--- src/rtl/rv_exec_md.sv ---
// rv_exec_md -- execute stage of the in-order RV pipeline.
//
// Holds the decode->execute stage register and drives the single-cycle ALU,
// the operand muxes and branch/jump target resolution from it. RV32M
// multiply/divide ops go to an iterative unit. While that unit works, o_stall
// holds fetch/decode and this stage register. Bubbles are sent to the memory
// stage until the result is ready.
//
// Build option: define RV_EXEC_FAST_MUL_EN to replace the iterative multiplier
// with one registered XLEN x XLEN product (the divider is unchanged).
//
// Ports
//   i_clk, i_reset            clock; synchronous active-high reset
//   i_flush                   kill stage contents and any in-flight mul/div
//   i_pc, i_pc_p4             word PC / PC+4 of the incoming instruction
//   i_rs1_val, i_rs2_val      forwarded operands for the instruction in this stage
//   i_rd, i_imm               destination register, immediate
//   i_reg_write .. i_res_src  decode controls
//   i_funct3, i_alu_ctrl      funct3 (M op select), ALU op code
//   i_md_valid                instruction is an RV32M op
//   o_stall                   hold upstream stages and this stage register
//   o_alu_result              ALU or mul/div result
//   o_reg_write/o_mem_*       controls to memory stage, forced 0 while stalling
//   o_rd .. o_rs2_val         pass-through to memory stage
//   o_pc_src, o_pc_target     redirect taken / redirect word target
//
// ALU op codes: 0 ADD, 1 SUB, 2 SLL, 3 SLT, 4 SLTU, 5 XOR, 6 SRL, 7 SRA,
// 8 OR, 9 AND, 10 EQ, 11 NE, 12 GE, 13 GEU, 14 pass operand 2.
// Operand 1 select: 0 zero, 1 rs1, 2 pc. Operand 2 select: 0 imm, 1 rs2.
// A cleared stage register therefore computes 0 + 0 on every output.
module rv_exec_md #(
    parameter int XLEN     = 32,
    parameter int MUL_BITS = 4,
    parameter int DIV_BITS = 1
) (
    input  logic            i_clk,
    input  logic            i_reset,
    input  logic            i_flush,
    input  logic [XLEN-3:0] i_pc,
    input  logic [XLEN-3:0] i_pc_p4,
    input  logic [XLEN-1:0] i_rs1_val,
    input  logic [XLEN-1:0] i_rs2_val,
    input  logic [4:0]      i_rd,
    input  logic [XLEN-1:0] i_imm,
    input  logic            i_reg_write,
    input  logic            i_mem_read,
    input  logic            i_mem_write,
    input  logic            i_jump,
    input  logic            i_branch,
    input  logic            i_pc_sel,
    input  logic            i_alu_op2_sel,
    input  logic [1:0]      i_alu_op1_sel,
    input  logic [1:0]      i_res_src,
    input  logic [2:0]      i_funct3,
    input  logic [4:0]      i_alu_ctrl,
    input  logic            i_md_valid,
    output logic            o_stall,
    output logic [XLEN-1:0] o_alu_result,
    output logic            o_reg_write,
    output logic            o_mem_read,
    output logic            o_mem_write,
    output logic [4:0]      o_rd,
    output logic [1:0]      o_res_src,
    output logic [2:0]      o_funct3,
    output logic [XLEN-3:0] o_pc_p4,
    output logic [XLEN-1:0] o_rs2_val,
    output logic            o_pc_src,
    output logic [XLEN-3:0] o_pc_target
);
    localparam int SH_W  = $clog2(XLEN);
    localparam int CNT_W = $clog2(XLEN) + 1;
    localparam logic [CNT_W-1:0] DIV_LAST = CNT_W'(XLEN / DIV_BITS - 1);
    localparam logic [XLEN-1:0]  XMIN     = {1'b1, {(XLEN-1){1'b0}}};

    localparam logic [4:0] ALU_ADD = 5'd0,  ALU_SUB  = 5'd1,  ALU_SLL = 5'd2,  ALU_SLT  = 5'd3;
    localparam logic [4:0] ALU_SLTU = 5'd4, ALU_XOR  = 5'd5,  ALU_SRL = 5'd6,  ALU_SRA  = 5'd7;
    localparam logic [4:0] ALU_OR  = 5'd8,  ALU_AND  = 5'd9,  ALU_EQ  = 5'd10, ALU_NE   = 5'd11;
    localparam logic [4:0] ALU_GE  = 5'd12, ALU_GEU  = 5'd13, ALU_OP2 = 5'd14;

    typedef enum logic [1:0] {IDLE, BUSY, DONE} md_state_t;

    // Shift-add: add the multiplicand once per set bit of this digit.
    function automatic logic [2*XLEN-1:0] mul_iter(input logic [2*XLEN-1:0] acc,
                                                   input logic [2*XLEN-1:0] mcand,
                                                   input logic [MUL_BITS-1:0] digit);
        for (int i = 0; i < MUL_BITS; i++) begin
            if (digit[i]) acc = acc + (mcand << i);
        end
        return acc;
    endfunction

    // Restoring division, DIV_BITS quotient bits. Returns {remainder, quotient}.
    function automatic logic [2*XLEN:0] div_iter(input logic [XLEN:0]   rem,
                                                 input logic [XLEN-1:0] quo,
                                                 input logic [XLEN-1:0] dvs);
        for (int i = 0; i < DIV_BITS; i++) begin
            rem = {rem[XLEN-1:0], quo[XLEN-1]};
            quo = {quo[XLEN-2:0], 1'b0};
            if (rem >= {1'b0, dvs}) begin
                rem    = rem - {1'b0, dvs};
                quo[0] = 1'b1;
            end
        end
        return {rem, quo};
    endfunction

    // The unit works on magnitudes. This restores the sign and picks the result word.
    function automatic logic [XLEN-1:0] md_fixup(input logic [2:0]        op,
                                                 input logic              neg,
                                                 input logic [2*XLEN-1:0] acc,
                                                 input logic [XLEN-1:0]   quo);
        logic [2*XLEN-1:0] prod;
        logic [XLEN-1:0]   q;
        logic [XLEN-1:0]   r;
        prod = neg ? -acc : acc;
        q    = neg ? -quo : quo;
        r    = neg ? -acc[XLEN-1:0] : acc[XLEN-1:0];
        case (op)
            3'd0:          return prod[XLEN-1:0];
            3'd1, 3'd2, 3'd3: return prod[2*XLEN-1:XLEN];
            3'd4, 3'd5:    return q;
            default:       return r;
        endcase
    endfunction

    // ---- Stage p1: decode -> execute register ----
    logic [XLEN-3:0] pc_p1, pc_p4_p1;
    logic [XLEN-1:0] imm_p1;
    logic [4:0]      rd_p1, alu_ctrl_p1;
    logic            reg_write_p1, mem_read_p1, mem_write_p1, jump_p1, branch_p1;
    logic            pc_sel_p1, op2_sel_p1, md_vld_p1;
    logic [1:0]      op1_sel_p1, res_src_p1;
    logic [2:0]      funct3_p1;
    logic            stall;

    always_ff @(posedge i_clk) begin
        if (i_reset || i_flush) begin
            pc_p1 <= '0;        pc_p4_p1 <= '0;     imm_p1 <= '0;
            rd_p1 <= '0;        alu_ctrl_p1 <= '0;  reg_write_p1 <= 1'b0;
            mem_read_p1 <= 1'b0; mem_write_p1 <= 1'b0; jump_p1 <= 1'b0;
            branch_p1 <= 1'b0;  pc_sel_p1 <= 1'b0;  op2_sel_p1 <= 1'b0;
            md_vld_p1 <= 1'b0;  op1_sel_p1 <= '0;   res_src_p1 <= '0;
            funct3_p1 <= '0;
        end else if (!stall) begin
            pc_p1 <= i_pc;             pc_p4_p1 <= i_pc_p4;       imm_p1 <= i_imm;
            rd_p1 <= i_rd;             alu_ctrl_p1 <= i_alu_ctrl; reg_write_p1 <= i_reg_write;
            mem_read_p1 <= i_mem_read; mem_write_p1 <= i_mem_write; jump_p1 <= i_jump;
            branch_p1 <= i_branch;     pc_sel_p1 <= i_pc_sel;     op2_sel_p1 <= i_alu_op2_sel;
            md_vld_p1 <= i_md_valid;   op1_sel_p1 <= i_alu_op1_sel; res_src_p1 <= i_res_src;
            funct3_p1 <= i_funct3;
        end
    end

    // ---- Stage p1: single-cycle ALU and redirect ----
    logic [XLEN-1:0] op1, op2, alu_res;
    logic [SH_W-1:0] shamt;

    always_comb begin
        case (op1_sel_p1)
            2'd1:    op1 = i_rs1_val;
            2'd2:    op1 = {pc_p1, 2'b00};
            default: op1 = '0;
        endcase
        op2   = op2_sel_p1 ? i_rs2_val : imm_p1;
        shamt = op2[SH_W-1:0];
        case (alu_ctrl_p1)
            ALU_ADD:  alu_res = op1 + op2;
            ALU_SUB:  alu_res = op1 - op2;
            ALU_SLL:  alu_res = op1 << shamt;
            ALU_SLT:  alu_res = XLEN'($signed(op1) < $signed(op2));
            ALU_SLTU: alu_res = XLEN'(op1 < op2);
            ALU_XOR:  alu_res = op1 ^ op2;
            ALU_SRL:  alu_res = op1 >> shamt;
            ALU_SRA:  alu_res = $unsigned($signed(op1) >>> shamt);
            ALU_OR:   alu_res = op1 | op2;
            ALU_AND:  alu_res = op1 & op2;
            ALU_EQ:   alu_res = XLEN'(op1 == op2);
            ALU_NE:   alu_res = XLEN'(op1 != op2);
            ALU_GE:   alu_res = XLEN'($signed(op1) >= $signed(op2));
            ALU_GEU:  alu_res = XLEN'(op1 >= op2);
            ALU_OP2:  alu_res = op2;
            default:  alu_res = '0;
        endcase
    end

    // ---- Stage p1: iterative mul/div unit ----
    md_state_t         state_q, state_d;
    logic [CNT_W-1:0]  cnt_q, cnt_d;
    logic [2*XLEN-1:0] a_q, a_d;      // multiplicand, or dividend shifting into quotient
    logic [XLEN-1:0]   b_q, b_d;      // multiplier digits, or divisor
    logic [2*XLEN-1:0] acc_q, acc_d;  // product, or remainder in [XLEN:0]
    logic              neg_q, neg_d;
    logic [2:0]        op_q, op_d;
    logic              rs1_sgn, rs2_sgn;
    logic [XLEN-1:0]   abs1, abs2;
    logic [2*XLEN:0]   div_nxt;

    always_comb begin
        state_d = state_q;
        cnt_d   = cnt_q;
        a_d     = a_q;
        b_d     = b_q;
        acc_d   = acc_q;
        neg_d   = neg_q;
        op_d    = op_q;
        stall   = 1'b0;
        // rs1 is unsigned only for MULHU/DIVU/REMU; rs2 is signed for MUL/MULH/DIV/REM.
        rs1_sgn = i_rs1_val[XLEN-1] & ~(funct3_p1 == 3'd3 || funct3_p1 == 3'd5 || funct3_p1 == 3'd7);
        rs2_sgn = i_rs2_val[XLEN-1] & (funct3_p1 == 3'd0 || funct3_p1 == 3'd1 ||
                                       funct3_p1 == 3'd4 || funct3_p1 == 3'd6);
        abs1    = rs1_sgn ? -i_rs1_val : i_rs1_val;
        abs2    = rs2_sgn ? -i_rs2_val : i_rs2_val;
        div_nxt = div_iter(acc_q[XLEN:0], a_q[XLEN-1:0], b_q);
        case (state_q)
            IDLE: begin
                if (md_vld_p1) begin
                    stall   = 1'b1;
                    op_d    = funct3_p1;
                    a_d     = {{XLEN{1'b0}}, abs1};
                    b_d     = abs2;
                    acc_d   = '0;
                    state_d = BUSY;
                    if (funct3_p1[2]) begin
                        neg_d = funct3_p1[1] ? rs1_sgn : (rs1_sgn ^ rs2_sgn);
                        cnt_d = DIV_LAST;
                        // Early-outs are staged so the DONE fix-up yields the
                        // architectural result without a separate result path.
                        if (i_rs2_val == '0) begin
                            a_d     = {{XLEN{1'b0}}, {XLEN{1'b1}}};
                            acc_d   = {{XLEN{1'b0}}, abs1};
                            neg_d   = funct3_p1[1] & rs1_sgn;
                            cnt_d   = '0;
                            state_d = DONE;
                        end else if (!funct3_p1[0] && i_rs1_val == XMIN && (&i_rs2_val)) begin
                            a_d     = {{XLEN{1'b0}}, XMIN};
                            neg_d   = 1'b0;
                            cnt_d   = '0;
                            state_d = DONE;
                        end
                    end else begin
                        neg_d = rs1_sgn ^ rs2_sgn;
`ifdef RV_EXEC_FAST_MUL_EN
                        acc_d   = {{XLEN{1'b0}}, abs1} * {{XLEN{1'b0}}, abs2};
                        cnt_d   = '0;
                        state_d = DONE;
`else
                        cnt_d   = CNT_W'(XLEN / MUL_BITS - 1);
`endif
                    end
                end
            end
            BUSY: begin
                stall = 1'b1;
                if (op_q[2]) begin
                    acc_d = {{(XLEN-1){1'b0}}, div_nxt[2*XLEN:XLEN]};
                    a_d   = {{XLEN{1'b0}}, div_nxt[XLEN-1:0]};
                end else begin
                    acc_d = mul_iter(acc_q, a_q, b_q[MUL_BITS-1:0]);
                    a_d   = a_q << MUL_BITS;
                    b_d   = b_q >> MUL_BITS;
                end
                if (cnt_q == '0) state_d = DONE;
                else             cnt_d   = cnt_q - 1'b1;
            end
            DONE:    state_d = IDLE;
            default: state_d = IDLE;
        endcase
    end

    always_ff @(posedge i_clk) begin
        if (i_reset || i_flush) begin
            state_q <= IDLE;
            cnt_q   <= '0;
        end else begin
            state_q <= state_d;
            cnt_q   <= cnt_d;
        end
    end

    always_ff @(posedge i_clk) begin
        a_q   <= a_d;
        b_q   <= b_d;
        acc_q <= acc_d;
        neg_q <= neg_d;
        op_q  <= op_d;
    end

    // ---- Stage p1 -> memory stage outputs ----
    assign o_stall      = stall;
    assign o_alu_result = (state_q == DONE) ? md_fixup(op_q, neg_q, acc_q, a_q[XLEN-1:0]) : alu_res;
    assign o_reg_write  = reg_write_p1 & ~stall;
    assign o_mem_read   = mem_read_p1 & ~stall;
    assign o_mem_write  = mem_write_p1 & ~stall;
    assign o_pc_src     = (jump_p1 | (branch_p1 & alu_res[0])) & ~stall;
    assign o_pc_target  = (pc_sel_p1 ? i_rs1_val[XLEN-1:2] : pc_p1) + imm_p1[XLEN-1:2];
    assign o_rd         = rd_p1;
    assign o_res_src    = res_src_p1;
    assign o_funct3     = funct3_p1;
    assign o_pc_p4      = pc_p4_p1;
    assign o_rs2_val    = i_rs2_val;
endmodule

--- config.mk ---
export PLATFORM = sky130hd
export DESIGN_NAME = rv_exec_md
export DESIGN_NICKNAME = d
export VERILOG_FILES = /design/src/rtl/rv_exec_md.sv
export SDC_FILE = /design/constraint.sdc
export NUM_CORES = 2
export LEC_CHECK = 0
export CAP_MARGIN = 20
export CORE_MARGIN = 5
export CORE_UTILIZATION = 60
export CTS_CLUSTER_DIAMETER = 50
export DETAILED_ROUTE_END_ITERATION = 8
export PLACE_DENSITY_LB_ADDON = 0.15
export RECOVER_POWER = 50
export SYNTH_ARGS = -nofsm -noshare
export SYNTH_HDL_FRONTEND = slang
export SYNTH_SLANG_ARGS = --single-unit
--- constraint.sdc ---
create_clock -name i_clk -period 12.65 [get_ports i_clk]
set_clock_uncertainty 0.2 [all_clocks]
set_input_delay 2.53 -clock i_clk [delete_from_list [all_inputs] [get_ports i_clk]]
set_output_delay 2.53 -clock i_clk [all_outputs]
set_load 0.005 [all_outputs]
# Word level (Yosys, flattened, before mapping)
# Cells that the tools add are included.
# op_classes
bitwise,15
add_sub_neg,14
eq_ne,36
n_reduce_logical,24
shift,3
magnitude_cmp,5
mux,55
# ops
cell,n
64-bit two-way mux,15
32-bit one-hot mux with 15 select lines,1
32-bit two-way mux,13
64-bit adder,4
64-bit one-hot mux with 2 select lines,2
32-bit negation,4
32-bit one-hot mux with 2 select lines,2
32-bit one-hot mux with 3 select lines,1
32-bit greater-or-equal comparator,2
32-bit < comparator,2
64-bit negation,1
"5-bit by 4-bit equality test with 1-bit output, second input constant",7
33-bit by 32-bit greater-or-equal comparator with 1-bit output,1
33-bit two-way mux,1
33-bit by 32-bit subtractor with 33-bit output,1
32-bit adder,1
32-bit AND,1
32-bit equality test,1
"32-bit equality test, second input constant",1
32-bit logical NOT,1
32-bit != test,1
32-bit OR,1
32-bit AND reduction,1
32-bit by 5-bit left shift with 32-bit output,1
other kinds (39),86
# totals
output_inout_bits,139
elab_cells,175
regBits,289

# Logic depth before layout (Yosys ltp)
# depth
word_depth,16
mapped_depth,50
mapped_depth_nobuf,49

# Least setup slack after synthesis
# Ideal clock, no wire load.
# synth_path
kind,flip-flop to flip-flop
start,register a_q[0]
end,"register acc_q[63], data pin"
path_buffers,2
arrival_ps,9353
path_stages_with_launch,47
setup_slack_ps,2829
synth_period_minus_slack_ps,9821
cell_sequence,edfxtp_1 > ha_1 > fa_1 > a211oi_1 > o21bai_1 > a21oi_1 > o21ai_1 > a31oi_1 > o21bai_1 > a21oi_1 > xnor2_1 > mux2_2 > ha_1 > clkbuf_1 > nand2_1 > nor2_1 > nand3_1 > or4_1 > [11 not listed] > o21ai_1 > a221oi_1 > o31a_1 > o21ai_0 > xor2_1 > mux2_2 > ha_1 > nand2_1 > o21ai_0 > nor2_1 > a31oi_1 > a41oi_1 > o21ai_0 > mux2i_1 > xor3_1 > xnor2_1 > nand3_1 > nor3b_1
# synth_via
elab_chain_len,16
# synth_lines
item,line,rtl
"start, declared",189,"logic [2*XLEN-1:0] a_q, a_d;"
"start signal, assigned",281,a_q <= a_d;
64-bit adder,87,if (digit[i]) acc = acc + (mcand << i);
64-bit two-way mux,87,
64-bit two-way mux,254,if (op_q[2]) begin
64-bit two-way mux,214,case (state_q)
64-bit adder,87,
64-bit two-way mux,87,
64-bit two-way mux,254,
64-bit two-way mux,214,
64-bit adder,87,
64-bit two-way mux,87,
64-bit two-way mux,254,
64-bit two-way mux,214,
64-bit adder,87,
64-bit two-way mux *,87,
64-bit two-way mux *,254,
64-bit one-hot mux with 2 select lines *,214,
"end signal, assigned",283,acc_q <= acc_d;
"end, declared",191,"logic [2*XLEN-1:0] acc_q, acc_d;"
# Every way passes the cells marked *; elsewhere a longest branch is shown, timed or not. The select of a mux whose other input is x is not followed.
# A chain may end at the register's enable or synchronous reset.

# Final worst setup path
# Same ends and word-level chain as after synthesis.

==> flow_metrics.tcl <==
set metrics [dict create \
    hold_viol 0 \
    ant_nets 0 \
    grt_max_degree 95 \
    synth_cells 6149 \
    hpwl_mm 149.5 \
    yosysWarningCount 0 \
    clkLatencyLatePin_ns 0.60 \
    core_um2 74070 \
    cts_root_buf "clkbuf_16" \
    htree_levels 2 \
    regArea_um2 7430 \
    cp-end-kind "flop" \
    n_fill_cell 6409 \
    avgSynthCellArea_um2 7.262 \
    rsz0062_at_grt "no" \
    antenna_found_initial 11 \
    dieArea_um2 79980 \
    synth_edf_count 164 \
    cts_tree "yes" \
    drive_gt1_share_pct 5.856 \
    grt_pass1_wl_mm 285.0 \
    crit_required_ns 12.72 \
    finalCritPeriodShare_pct 93.15 \
    setup_viol 0 \
    cellPowerDensity_nw_per_um2 107.3 \
    tns_ns 0 \
    cts_buffer_depth 3 \
    fin_util_pct 66.46 \
    startpoint_type "flop" \
    synthesis.nets 6754 \
    seq_area_frac_synth_pct 16.63 \
    dieHeight_um 282.8 \
    highest_layer "met5" \
    leakage_nw 20.22 \
    initial_core_util_pct 60.28 \
    gp_congestion 1.088 \
    cts_buffers 38 \
    async_reset_ff_share_pct 0 \
    dr_wl_met2_mm 80.10 \
    multiInputGateArea_um2 34710 \
    drt-total-wl_mm 192.3 \
    drt-initial-drc-count 7231 \
    peakVddDrop_uv 111.7 \
    wl_met1_mm 71.37 \
    final.min_clock_period_ns 11.78 \
    drv_slew 473 \
    drc_errors 0 \
    clk_pin_slew_ns 0.06 \
    firstDrtPassIters 7 \
    wl_per_cell_um 26.81 \
    critPathSlowestCell "a221oi_1" \
    slew_headroom_pct -191.4 \
    ys_types 98 \
    avgViaCountPerCell 7.043 \
    cap_viol_max_count 9 \
    worst_pin_slew_ns 4.371 \
    grt.overflow.total 0 \
    route.met3.wl_mm 25.85 \
    portBuffers 322 \
    syn_to_final_growth_pct 10.24 \
    final_common_cell "nand2_1" \
    slowest_delay_ns 0.53 \
    grtUsageTotal_pct 45.70 \
    final_cell_mix "nand2_1 (736), a21oi_1 (699), o21ai_0 (482)" \
    synthFlopType "edfxtp_1" \
    cpMostUsedCell "a21oi_1" \
    numClockSinks 289 \
    crit_fanout 9 \
    fmax_mhz 84.87 \
    vias 50533 \
    run_status "finished, violations left" \
    nNetsFinal 6776 \
    failed_checks "capacitance limit, slew limit" \
    crit_arrival_ns 11.85 \
    ys_ff_latch 289 \
    rows 100 \
    syn_area_um2 44650 \
    worst-setup-path-type "reg2reg" \
    hold_class "reg2reg" \
    grt_pass1_vias 46658 \
    die_w_um 282.8 \
    ios 323 \
]
per-layer routing:
layer  track usage, %  vias up
li1                 -    22633
met1            58.81    23336
met2            68.73     3836
met3            12.20      720
met4            27.47        8
met5                0        -
flip-flops by register name (all words and copies together), names as in the netlist, 2 cells and up:
name         count
o_res_src        2
cnt_q            6
op_q             3
imm_p1          32
o_rd             5
b_q             32
alu_ctrl_p1      5
state_q          2
acc_q           64
o_pc_p4         30
op1_sel_p1       2
pc_p1           30
a_q             64
o_funct3         3
power by group:
group	switching (mW)	internal (mW)	total [mW]
clock network	0.496	0.634	1.13
logic	1.85	1.18	3.03
registers	0.0725	1.05	1.12
total	2.42	2.86	5.28
per-stage QoR:
stage                     hold WS (ns)  instance area [um2]  power [mW]  cells  worst slack [ns]
after global routing            0.2764                49210       5.533   7169            0.1056
after floorplan                 0.2319                44650       3.181   6149             2.829
after global placement          0.2382                47940       3.992   7099             1.075
after detailed placement        0.2455                47940       4.022   7099            0.7404
final                           0.2535                49230       5.282   7175            0.8671
after CTS                       0.2537                49230       5.149   7167            0.6866
timing repair:
action / in CTS / in global routing
resized for setup: 0 / 2
hold buffers: 0 / 0
setup endpoints to repair: 0 / 3
buffers inserted: 0 / 0
endpoints found under the hold margin: 0 / 0
area by class of cell:
class | instances | share of cell area, %
Sequential cell | 289 | 15.09
Tap cell | 969 | 2.463
Timing Repair Buffer | 386 | 7.470
Inverter | 238 | 1.822
Clock buffer | 46 | 2.077
Multi-Input combinational cell | 5218 | 70.50
Antenna cell | 7 | 0.03558
Clock inverter | 22 | 0.5388
worst max-delay path, delay by kind of cell (launching register included):
| kind | cells | cell delay [ns] |
|---|---|---|
| compound gates | 21 | 5.34 |
| xor+xnor | 5 | 0.77 |
| fa+ha+maj | 5 | 2.00 |
| flops | 1 | 0.50 |
| mux | 3 | 0.87 |
| simple gates | 10 | 1.76 |
synthesized netlist by cell type, types with 32 or more instances:
cell type | number | area (um2)
inv_1 | 232 | 870.8
nand3_1 | 96 | 480.5
a211oi_1 | 99 | 743.2
o21bai_1 | 83 | 623.1
o21a_1 | 53 | 397.9
nor2b_1 | 61 | 381.6
a31oi_1 | 73 | 456.7
clkbuf_1 | 326 | 1224
xor2_1 | 178 | 1559
and3_1 | 36 | 225.2
mux2_2 | 145 | 1633
dfxtp_1 | 125 | 2502
edfxtp_1 | 164 | 4925
and2_1 | 52 | 325.3
ha_1 | 413 | 5167
xnor2_1 | 277 | 2426
o31ai_1 | 58 | 435.4
a21o_1 | 176 | 1321
buf_4 | 33 | 247.7
mux2i_1 | 130 | 1301
o22ai_1 | 82 | 513.0
o211ai_1 | 55 | 412.9
buf_1 | 32 | 120.1
nor3_1 | 77 | 385.4
o21ai_0 | 483 | 2417
or2_2 | 42 | 262.8
nand2b_1 | 65 | 406.6
a221oi_1 | 38 | 332.8
nor2_1 | 471 | 1768
nand2_1 | 736 | 2763
or3_1 | 36 | 225.2
a22oi_1 | 49 | 367.9
a21oi_1 | 699 | 3498
nand4_1 | 82 | 513.0
cells by family after synthesis:
logic type	after synthesis	share of synthesized area [%]
AND/OR/NAND/NOR	1861	19.25
flip-flops	289	16.63
adder cells (fa/ha/maj)	421	11.93
buffers and inverters	642	5.806
multiplexers	275	6.571
AO/OA/AOI/OAI	2205	30.83
XOR/XNOR	456	8.978
final timing paths:
check	slack, ns	cells past startpoint	startpoint	to
min	0.25	2	o_pc_p4[20]	o_pc_p4[20]
max reg2reg	0.87	44	a_q[0]	acc_q[63]
min reg2reg	0.25	2	o_pc_p4[20]	o_pc_p4[20]
max	0.87	44	a_q[0]	acc_q[63]
Note: power is estimated with default switching activity, not from simulation.
